**config.mk**
```make
export PLATFORM = sky130hd
export DESIGN_NAME = mem_arbiter
export DESIGN_NICKNAME = d
export VERILOG_FILES = /design/src/rtl/mem_arbiter_pkg.sv /design/src/rtl/mem_arbiter_grant.sv /design/src/rtl/mem_arbiter.sv
export SDC_FILE = /design/constraint.sdc
export NUM_CORES = 1
export LEC_CHECK = 0
export ABC_AREA = 1
export CORE_AREA = 10 10 112 114
export CTS_CLUSTER_DIAMETER = 150
export DETAILED_ROUTE_END_ITERATION = 10
export DIE_AREA = 0 0 122 124
export PLACE_DENSITY = 0.86
export SLEW_MARGIN = 20
export SYNTH_ARGS = -nofsm -noshare
export SYNTH_HDL_FRONTEND = slang
export SYNTH_SLANG_ARGS = --single-unit
```
**constraint.sdc**
```tcl
create_clock -name clk -period 2.4 [get_ports clk]
set_input_delay 0.48 -clock clk [delete_from_list [all_inputs] [get_ports clk]]
set_output_delay 0.48 -clock clk [all_outputs]
set_load 0.03 [all_outputs]
```
**src/rtl/mem_arbiter_pkg.sv**
```systemverilog
// rtl/mem_arbiter_pkg.sv - shared arbiter types and default data widths
package mem_arbiter_pkg;

  localparam int DTYPE_ADDR_W = 32;
  localparam int DTYPE_DATA_W = 32;

  typedef enum logic [1:0] {
    ARB_IDLE,
    ARB_REQ,
    ARB_RESP
  } ArbState;

  typedef enum logic {
    ARB_OWNER_I,
    ARB_OWNER_D
  } ArbOwner;

endpackage

```
**src/rtl/mem_arbiter_grant.sv**
```systemverilog
// rtl/mem_arbiter_grant.sv - D-priority grant decision with fetch starvation bound
module arb_grant #(
  parameter int STARVE_LIMIT = 4
) (
  input  logic clk,
  input  logic reset,
  input  logic ireq_valid,
  input  logic dreq_valid,
  input  logic grant_stb,
  output logic grant_i,
  output logic grant_d
);

  localparam logic [3:0] LIMIT = 4'(STARVE_LIMIT);

  logic [3:0] starve_cnt;
  logic       starved;

  assign starved = (starve_cnt == LIMIT);

  always_comb begin
    grant_d = grant_stb && dreq_valid && !(ireq_valid && starved);
    grant_i = grant_stb && ireq_valid && !grant_d;
  end

  // Counts only D grants that bypassed a waiting fetch.
  always_ff @(posedge clk) begin
    if (reset) begin
      starve_cnt <= 4'd0;
    end else if (grant_i) begin
      starve_cnt <= 4'd0;
    end else if (grant_d) begin
      if (!ireq_valid)
        starve_cnt <= 4'd0;
      else if (!starved)
        starve_cnt <= starve_cnt + 4'd1;
    end
  end

endmodule

```
**src/rtl/mem_arbiter.sv**
```systemverilog
// rtl/mem_arbiter.sv - shares one memory port between fetch and load/store
module mem_arbiter
  import mem_arbiter_pkg::*;
#(
  parameter int ADDR_W       = DTYPE_ADDR_W,
  parameter int DATA_W       = DTYPE_DATA_W,
  parameter int STARVE_LIMIT = 4
) (
  input  logic                clk,
  input  logic                reset,
  input  logic                ireq_valid,
  input  logic [ADDR_W-1:0]   ireq_addr,
  output logic                ireq_ready,
  output logic                iresp_valid,
  output logic [DATA_W-1:0]   iresp_data,
  input  logic                dreq_valid,
  input  logic                dreq_we,
  input  logic [ADDR_W-1:0]   dreq_addr,
  input  logic [DATA_W-1:0]   dreq_wdata,
  input  logic [DATA_W/8-1:0] dreq_wstrb,
  output logic                dreq_ready,
  output logic                dresp_valid,
  output logic [DATA_W-1:0]   dresp_data,
  output logic                mem_req_valid,
  input  logic                mem_req_ready,
  output logic                mem_req_we,
  output logic [ADDR_W-1:0]   mem_req_addr,
  output logic [DATA_W-1:0]   mem_req_wdata,
  output logic [DATA_W/8-1:0] mem_req_wstrb,
  input  logic                mem_resp_valid,
  input  logic [DATA_W-1:0]   mem_resp_data
);

  ArbState state;
  ArbOwner owner;
  logic    grant_i;
  logic    grant_d;
  logic    resp_fire;

  arb_grant #(
    .STARVE_LIMIT(STARVE_LIMIT)
  ) u_grant (
    .clk       (clk),
    .reset     (reset),
    .ireq_valid(ireq_valid),
    .dreq_valid(dreq_valid),
    .grant_stb (state == ARB_IDLE),
    .grant_i   (grant_i),
    .grant_d   (grant_d)
  );

  assign ireq_ready = grant_i;
  assign dreq_ready = grant_d;

  // Responses outside ARB_RESP are strays (or belong to a request killed by reset).
  assign resp_fire   = (state == ARB_RESP) && mem_resp_valid;
  assign iresp_valid = resp_fire && (owner == ARB_OWNER_I);
  assign dresp_valid = resp_fire && (owner == ARB_OWNER_D);
  assign iresp_data  = iresp_valid ? mem_resp_data : '0;
  assign dresp_data  = dresp_valid ? mem_resp_data : '0;

  always_ff @(posedge clk) begin
    if (reset) begin
      state         <= ARB_IDLE;
      owner         <= ARB_OWNER_I;
      mem_req_valid <= 1'b0;
      mem_req_we    <= 1'b0;
      mem_req_addr  <= '0;
      mem_req_wdata <= '0;
      mem_req_wstrb <= '0;
    end else begin
      case (state)
        ARB_IDLE: begin
          if (grant_d) begin
            owner         <= ARB_OWNER_D;
            mem_req_we    <= dreq_we;
            mem_req_addr  <= dreq_addr;
            mem_req_wdata <= dreq_wdata;
            mem_req_wstrb <= dreq_wstrb;
            mem_req_valid <= 1'b1;
            state         <= ARB_REQ;
          end else if (grant_i) begin
            owner         <= ARB_OWNER_I;
            mem_req_we    <= 1'b0;
            mem_req_addr  <= ireq_addr;
            mem_req_wdata <= '0;
            mem_req_wstrb <= '0;
            mem_req_valid <= 1'b1;
            state         <= ARB_REQ;
          end
        end
        ARB_REQ: begin
          if (mem_req_ready) begin
            mem_req_valid <= 1'b0;
            state         <= ARB_RESP;
          end
        end
        ARB_RESP: begin
          if (mem_resp_valid)
            state <= ARB_IDLE;
        end
        default: begin
          mem_req_valid <= 1'b0;
          state         <= ARB_IDLE;
        end
      endcase
    end
  end

endmodule

```
==> summary.md <==
| Metric | Value |
|---|---|
| Status | `finished, final reports clean` |
| Final hold violation count | `0` |
| Post-route setup slack | `117 ps` |
| #FFs+latches synth | `77` |
| Vias in the first global route | `roughly 4400` |
| WL/cell | `15.4 um` |
| CTS tree | `done` |
| TritonCTS Sinks | `77` |
| Initial antenna violation count | `0` |
| Worst-Margin Slew | `413 ps` |
| Post-Synthesis Cells | `625` |
| Filler Cell Count | `slightly below 900` |
| Starting density of the core | `37.9%` |
| Post-CTS Setup Repair Bufs | `0` |
| Most frequent cells in the layout | `clkdlybuf4s50_1, nand2_1, inv_1, nor2_1, nand3_1` |
| N_diodes | `0` |
| Antenna Nets Post-Route | `0` |
| Global placer's final weighted congestion | `0.901` |
| Leak | `0.00334 uW` |
| H-tree level count | `3` |
| Port Buffers | `276` |
| Worst vdd rail ir drop | `459 uV` |
| Layout cell share with drive strength beyond 1 | `12.4%` |
| CP max FO | `14` |
| Final instance area | `6820 um2` |
| Setup Viol. Count Final | `0` |
| Clk pin slew, worst setup/hold paths | `90 ps` |
| Area after DPL | `6590 um2` |
| DRT Wirelength | `roughly 16000 um` |
| DP Worst Slack | `94.1 ps` |
| CP cell instances | `clkdlybuf4s50_1 > nand3_1 > nor2_1 > inv_1 > buf_4 > nor2_1 > buf_4` |
| Top post-synthesis cells by area | `dfxtp_1, nand2_1, nand3_1` |
| Relative slew slack | `between 70% and 80%` |
| Max Cap Viol | `0` |
| CTS buffer count | `9` |
| Die Ht | `124 um` |
| Syn-to-layout area delta | `76.1%` |
| CP Capture Type | `output port` |
| Syn Nets | `766` |
| I/O Pins | `277` |
| Post-cts sizing count | `0` |
| RSZ-0062 raised after global routing | `true` |
| Clk root buf | `clkbuf_8` |
| Req. time, crit path | `1920 ps` |
| Clock buffer depth | `2` |
| Chip width | `122 um` |
| Initial DRC Count | `350` |
| Grt ovf | `0` |
| Row cnt | `37` |
| Slowest stage delay, CP | `480 ps` |
| Core Region | `10200 um2` |
| Top cell type by total area after synthesis | `dfxtp_1` |
| Cell area after synthesis | `3870 um2` |
| CP max stage cell | `clkdlybuf4s50_1` |
| Pins Over Slew Limit | `0` |
| Synth Warn # | `0` |
| Die area | `15100 um2` |
| DRC | `0` |
| Worst Skew | `roughly 9 ps` |
| Routed vias | `4646` |
| Pin count of the biggest net entering global routing | `47` |
| Total GRT Usage | `19.3%` |
| Via density | `between 4 and 5` |
| First-pass GRT wire length | `23300 um` |
| HPWL after DPL | `~12000 um` |
| CP Class | `input pin to output port` |
| Max Freq | `438 MHz` |
| Sequential area share after synthesis | `39.8%` |
| Hold buffers post-CTS | `0` |
| Post-layout util | `66.7%` |
| CP arrival | `approximately 1800 ps` |
| Min Tclk post-route | `2280 ps` |
| Setup TNS | `0 ps` |
| Synth cell types | `24` |
| Min-delay worst type | `flip-flop to flip-flop` |
| Final period utilization | `95.1%` |
| Number of nets in the layout | `1029` |
| Setup crit start kind | `input pin` |
| Pwr Density | `538 nW/um2` |
| DR pass1 iterations | `6` |
| Mapped Avg Cell Area | `between 6 and 7 um2` |
| Worst skew pair latency | `about 350 ps` |
| Area share of the largest cell type after synthesis | `39.8%` |
| Commonest non-fill, non-tap cell in the layout | `clkdlybuf4s50_1` |
==> critical path: cells and delay by family <==
kind,cells,cell delay (ps)
buffers and inverters,4,920
and+or+nand+nor,3,390
==> per-stage QoR <==
step	hold slack [ps]	instances	total power (uW)
global route	487	1029	3860
global placement	450	1013	2560
detailed placement	456	1013	2570
floorplan	473	625	2040
finish	466	1029	3670
CTS	469	1029	3710
==> sequential cells by signal, summed over array words and instances, names as in the netlist <==
name	cells
mem_req_addr	32
mem_req_valid	1
mem_req_wdata	32
mem_req_we	1
mem_req_wstrb	4
owner	1
state	2
u_grant.starve_cnt	4
==> synth_stat cells (all sizes together) <==
master and count:
ha 2, o21ai 2, nand2 177, buf 27, clkbuf 11, a21oi 43, inv 102, nor2 96
nand3 81, o211ai 1, clkinv 2, dfxtp 77, nand4 1, nand3b 1, or2 2
==> worst paths after layout <==
kind                          from                     to  slack, ps  cells past startpoint
max                 mem_resp_valid         dresp_data[17]        120                      7
min              mem_req_wdata[18]      mem_req_wdata[18]        470                      2
max reg2reg  u_grant.starve_cnt[0]  u_grant.starve_cnt[0]        690                     10
min reg2reg      mem_req_wdata[18]      mem_req_wdata[18]        470                      2
==> report_power, final <==
group / total, uW / switching, uW / internal [uW]
combinational: 1110 / 605 / 508
sequential: 1420 / 48.9 / 1380
clock: 1130 / 510 / 622
total: 3670 / 1160 / 2510
==> cell type report <==
class	instances	area, um2	area share [%]
clock buffer	10	138	2.02
clock inverter	6	92.6	1.36
inverter	104	390	5.72
multi-input combinational	406	1760	25.7
sequential	77	1540	22.6
tap	136	170	2.49
timing repair buffer	290	2740	40.1
==> routing by layer <==
layer | wire length (um) | track usage, % | vias up
met1 | 6290 | 23.0 | 2039
met5 | 0 | 0 | -
met3 | 1970 | 10.2 | 8
li1 | - | - | 2398
met2 | 7490 | 30.3 | 201
met4 | 120 | 4.02 | 0
==> cells by family (layout without fill, tap and decap cells) <==
group / count (synthesis) / in the layout / share of synthesized area (%)
fa+ha+maj: 2 / 2 / 0.646
compound gates: 46 / 46 / 6.14
flops: 77 / 77 / 39.8
buf+inv: 142 / 410 / 15.2
simple gates: 358 / 358 / 38.2
No activity file was read; power rests on OpenSTA's default activity.
